<file path="config.mk">
export PLATFORM = sky130hd
export DESIGN_NAME = stack_pop_ctrl
export DESIGN_NICKNAME = d
export VERILOG_FILES = /design/src/rtl/cpu_pkg.sv /design/src/rtl/stack_pop_ctrl.sv
export SDC_FILE = /design/constraint.sdc
export NUM_CORES = 1
export LEC_CHECK = 0
export CORE_UTILIZATION = 28
export CTS_BUF_LIST = sky130_fd_sc_hd__clkbuf_4 sky130_fd_sc_hd__clkbuf_8
export CTS_CLUSTER_SIZE = 40
export DETAILED_ROUTE_END_ITERATION = 10
export PLACE_DENSITY = 0.61
export RECOVER_POWER = 50
export SLEW_MARGIN = 20
export SYNTH_ARGS = -nofsm -noshare
export SYNTH_HDL_FRONTEND = slang
export SYNTH_SLANG_ARGS = --single-unit
export TNS_END_PERCENT = 1
</file>
<file path="constraint.sdc">
create_clock -name clk -period 4.32 [get_ports clk]
set_input_delay 0.648 -clock clk [delete_from_list [all_inputs] [get_ports clk]]
set_output_delay 0.648 -clock clk [all_outputs]
set_load 0.02 [all_outputs]
</file>
<file path="src/rtl/cpu_pkg.sv">
// Shared CPU definitions: stack-pop FSM states, flag width and pop word counts.
package cpu_pkg;

    typedef enum logic [2:0] {
        IDLE    = 3'd0,
        POP_LO  = 3'd1,
        POP_HI  = 3'd2,
        POP_FLG = 3'd3,
        FINISH  = 3'd4
    } pop_state_e;

    localparam int FLAG_W    = 4;
    localparam int RET_WORDS = 2;
    localparam int RTI_WORDS = 3;

endpackage

</file>
<file path="src/rtl/stack_pop_ctrl.sv">
// RET/RTI stack pop sequencer: reads PC (and flags for RTI) from the stack.
// Optional underflow/bound check enabled by macro STACK_POP_BOUND_CHECK_EN.
module stack_pop_ctrl
    import cpu_pkg::*;
#(
    parameter logic [31:0] STACK_TOP = 32'h000F_FFFF
) (
    input  logic              clk,
    input  logic              rst,
    input  logic              i_ret,
    input  logic              i_rti,
    input  logic [31:0]       i_sp,
    output logic              o_mem_rd,
    output logic [31:0]       o_mem_addr,
    input  logic [15:0]       i_mem_data,
    output logic              o_stall,
    output logic              o_done,
    output logic [31:0]       o_pc,
    output logic [FLAG_W-1:0] o_flags,
    output logic              o_sp_we,
    output logic [31:0]       o_sp_new,
    output logic              o_stack_err
);

    pop_state_e        state_q, state_d;
    logic [31:0]       sp_q, sp_d;
    logic              rti_q, rti_d;
    logic [15:0]       lo_q, lo_d;
    logic [15:0]       hi_q, hi_d;
    logic [31:0]       pc_q, pc_d;
    logic [FLAG_W-1:0] flags_q, flags_d;

    logic              req;
    logic              over;
    logic [31:0]       fin_pc;
    logic [FLAG_W-1:0] fin_flags;
    logic [31:0]       words_q;

    assign req     = i_ret | i_rti;
    assign words_q = rti_q ? 32'(RTI_WORDS) : 32'(RET_WORDS);

`ifdef STACK_POP_BOUND_CHECK_EN
    logic        err_q, err_d;
    logic [32:0] sp_end;

    // 33-bit sum so a wrap past 2^32 still counts as out of range
    assign sp_end = {1'b0, i_sp} + (i_rti ? 33'(RTI_WORDS) : 33'(RET_WORDS));
    assign over   = sp_end > {1'b0, STACK_TOP};
    assign err_d  = (state_q == IDLE) && req && over;

    always_ff @(posedge clk or negedge rst) begin
        if (!rst) err_q <= 1'b0;
        else      err_q <= err_d;
    end

    assign o_stack_err = err_q;
`else
    logic unused_top;
    assign unused_top  = ^STACK_TOP;
    assign over        = 1'b0;
    assign o_stack_err = 1'b0;
`endif

    always_ff @(posedge clk or negedge rst) begin
        if (!rst) begin
            state_q <= IDLE;
            sp_q    <= '0;
            rti_q   <= 1'b0;
            lo_q    <= '0;
            hi_q    <= '0;
            pc_q    <= '0;
            flags_q <= '0;
        end else begin
            state_q <= state_d;
            sp_q    <= sp_d;
            rti_q   <= rti_d;
            lo_q    <= lo_d;
            hi_q    <= hi_d;
            pc_q    <= pc_d;
            flags_q <= flags_d;
        end
    end

    // Last word arrives during FINISH, so the result is forwarded straight out
    assign fin_pc    = {rti_q ? hi_q : i_mem_data, lo_q};
    assign fin_flags = rti_q ? i_mem_data[FLAG_W-1:0] : '0;

    always_comb begin
        state_d = state_q;
        sp_d    = sp_q;
        rti_d   = rti_q;
        lo_d    = lo_q;
        hi_d    = hi_q;
        pc_d    = pc_q;
        flags_d = flags_q;
        case (state_q)
            IDLE: begin
                if (req && !over) begin
                    sp_d    = i_sp;
                    rti_d   = i_rti;
                    state_d = POP_LO;
                end
            end
            POP_LO:  state_d = POP_HI;
            POP_HI: begin
                lo_d    = i_mem_data;
                state_d = rti_q ? POP_FLG : FINISH;
            end
            POP_FLG: begin
                hi_d    = i_mem_data;
                state_d = FINISH;
            end
            FINISH: begin
                pc_d    = fin_pc;
                flags_d = fin_flags;
                state_d = IDLE;
            end
            default: state_d = IDLE;
        endcase
    end

    always_comb begin
        o_mem_rd   = 1'b0;
        o_mem_addr = '0;
        o_stall    = 1'b0;
        o_done     = 1'b0;
        o_sp_we    = 1'b0;
        o_sp_new   = '0;
        o_pc       = pc_q;
        o_flags    = flags_q;
        case (state_q)
            IDLE:    o_stall = req && !over && rst;
            POP_LO: begin
                o_mem_rd   = 1'b1;
                o_mem_addr = sp_q + 32'd1;
                o_stall    = 1'b1;
            end
            POP_HI: begin
                o_mem_rd   = 1'b1;
                o_mem_addr = sp_q + 32'd2;
                o_stall    = 1'b1;
            end
            POP_FLG: begin
                o_mem_rd   = 1'b1;
                o_mem_addr = sp_q + 32'd3;
                o_stall    = 1'b1;
            end
            FINISH: begin
                o_done   = 1'b1;
                o_sp_we  = 1'b1;
                o_sp_new = sp_q + words_q;
                o_pc     = fin_pc;
                o_flags  = fin_flags;
            end
            default: ;
        endcase
    end

endmodule

</file>
==> metrics.cfg <==
[clock_tree]
worstSkewPairLatency_ps=400
h-tree-depth=3
cts-root-buf=clkbuf_8
clockBufferDepth=2
cts.sinks=104
cts_setup_buffers=0
cts_buffers=9
clk_pin_slew_ps=110
cts_hold_buffers=0
cts_tree=done

[outcome]
violations=capacitance limit, slew limit
outcome=finished, violations left

[synth]
ys.flop_type=dfrtp_1
synth-compound-area-share_pct=12.8
yosysWarningCount=0
synth_simple_gate_area_share_pct=23.5
synth_seq_cells=104
synth_cell_type_count=61
synth_xor_xnor_area_share_pct=4.08
syn_inst=691
synth_top_family_by_area=simple AND/OR/NAND/NOR gates
synthMuxAreaShare_pct=11.2
yosysSeqAreaShare_pct=41.9
synthArstFlopShare_pct=100
postSynthAreaPerCell_um2=9.00
synth_edf_count=0
synth_fa_ha_area_share_pct=1.33
synth_fp_nets=749
syn-cell-area_um2=6220

[detailed_routing]
routedWlPerCell_um=17.4
vias=5572
antenna_left=0
drt_iter0_drc=441
viasPerCell=5.03
drcViolationCount=0
postRouteWirelength_um=19200
drtPass1Iterations=5

[layout]
layout-drive-gt1-share_pct=13.0
num-nets-final=879
final_common_cell=nand2_1
layout.cells.non_filler=1108
synthToLayoutAreaGrowth_pct=32.4
num-fill-cells=2204
final_cell_mix=nand2_1, clkdlybuf4s50_1, dfrtp_1, nor2_1, a21oi_1

[critical_path]
cp_cell_sequence=nor2b_1 -> nand2_1 -> fa_1 -> nand3b_1 -> or2_1 -> o22ai_1 -> a31oi_1 -> a31oi_1 -> clkdlybuf4s50_1
critPathArrivalTime_ps=3580
required_ps=3670
end_kind=output pin
crit_family=simple AND/OR/NAND/NOR gates
cp-start-kind=flop
r2r_setup_slack_ps=1840
path_buf_inv=1
cp_max_fo=8
cp_slowest_cell=clkdlybuf4s50_1
max_stage_delay_ps=630
critPathKind=flop to output pin
worst_path_most_repeated_cell=a31oi_1

[hold_path]
worst_hold_path_type=flop to flop

[global_routing]
grt_max_degree=55
antenna_found_initial=1
grt_pass1_vias=5267
grt-ovfl-total=0
track_usage_pct=17.2
grt_pass1_wl_um=29700

[floorplanning]
dieArea_um2=22800
rows=54
start_util_pct=28.5
design.core.area_um2=21800
io_pins=157
die_y_um=151
dieWidth_um=151

[timing]
finalCritPeriodShare_pct=97.9
fin_setup_tns_ps=0
worst_pin_slew_ps=3060
max_freq_mhz=236
finalHoldViolations=0
fin_hold_ws_ps=477
layout_min_cycle_time_ps=4230
rsz0062_at_grt=yes
relSlewSlack_pct=-104
slew_violations=135
setup_viol_count_final=0
clock_skew_ps=34.4

[power_and_ir_drop]
p_leak_nw=3.48
power_density_nw_per_um2=799
ir_worst_vdd_v=0.000361

[placed_design]
routabilityCongestion=0.908
placedCellCount=1090
io_buffers=155
dp_hpwl_um=13500

[flow_run]
drv_cap=3

-- through the flow --
step                power [mW]  util [%]  worst slack [ps]  cell area, um2
finish                    6.58      37.7              90.5            8240
global route              7.06      37.7              -111            8230
CTS                       6.65      37.6              13.7            8210
detailed placement        5.93      36.6               406            7990
global placement          5.89      36.6               449            7990
floorplan                 4.34         -               712            6220
-- path summary, 6_finish.rpt --
| path | from | end | cells after the start |
|---|---|---|---|
| worst min-delay path | flags_q[1] | flags_q[1] | 2 |
| worst max-delay path | state_q[2] | o_mem_addr[10] | 9 |
| min in group asynchronous | rst | sp_q[29] | 2 |
| worst min register to register | flags_q[1] | flags_q[1] | 2 |
| max in group asynchronous | rst | pc_q[4] | 3 |
| worst max register to register | state_q[0] | pc_q[20] | 4 |
-- state kept, by name, summed over array words and instances, names as in the netlist --
name	cells
flags_q	4
state_q	3
rti_q	1
hi_q	16
lo_q	16
pc_q	32
sp_q	32
-- final cells by class --
class                      count  area [um2]  area share, %
tap                          280         350           4.25
clock buffer                  10         131           1.60
sequential                   104        2600           31.6
antenna                        2        5.00         0.0608
clock inverter                 6        86.3           1.05
multi-input combinational    524        3310           40.2
inverter                       8        30.0          0.365
timing repair buffer         174        1720           20.9
-- Yosys cell counts, types with 5 or more instances --
master,number,share of area (%)
nand2_1,144,8.7
dfrtp_1,104,42
nor2_1,64,3.9
a21oi_1,47,3.8
mux2_2,46,8.3
o21ai_0,24,1.9
buf_2,21,1.7
xor2_1,20,2.8
clkbuf_1,19,1.1
mux2i_1,18,2.9
nand4_1,16,1.6
a31oi_1,13,1.3
nand3_1,11,0.89
xnor2_1,9,1.3
o21ai_1,8,0.64
inv_1,7,0.42
nor3_1,7,0.56
nor4_1,7,0.70
buf_4,6,0.72
nor4_4,6,2.1
o22ai_1,6,0.60
ha_1,5,1.0
nor3_2,5,0.80
-- cells by family after synthesis --
kind of cell / Yosys count
simple gates: 293
flops: 104
buf+inv: 63
other cells: 1
fa+ha+maj: 6
xor+xnor: 29
mux: 64
compound gates: 131
-- routing by layer --
layer  share of wire [%]  wire length (um)  GRT usage, %
met1                  47              8960          24.0
met2                  46              8790          26.2
met3                 5.1               981          2.74
met4                 2.6               497          7.00
met5                   0                 0             0
-- worst min-delay path, delay by kind of cell (launching register included) --
family	cells	cell delay (ps)
simple gates	2	100
flops	1	340
-- power breakdown --
| part | internal (mW) | leakage [nW] | switching, mW |
|---|---|---|---|
| Sequential | 1.44 | 1.23 | 0.515 |
| Clock | 0.292 | 0.111 | 0.399 |
| Combinational | 1.75 | 2.13 | 2.19 |
| Total | 3.47 | 3.48 | 3.11 |
-- repair_timing --
action / 4_1_cts / 5_1_grt
pin swaps: 0 / 2
setup endpoints to repair: 2 / 18
gates resized for setup: 2 / 14
(Power assumes the default switching activity.)
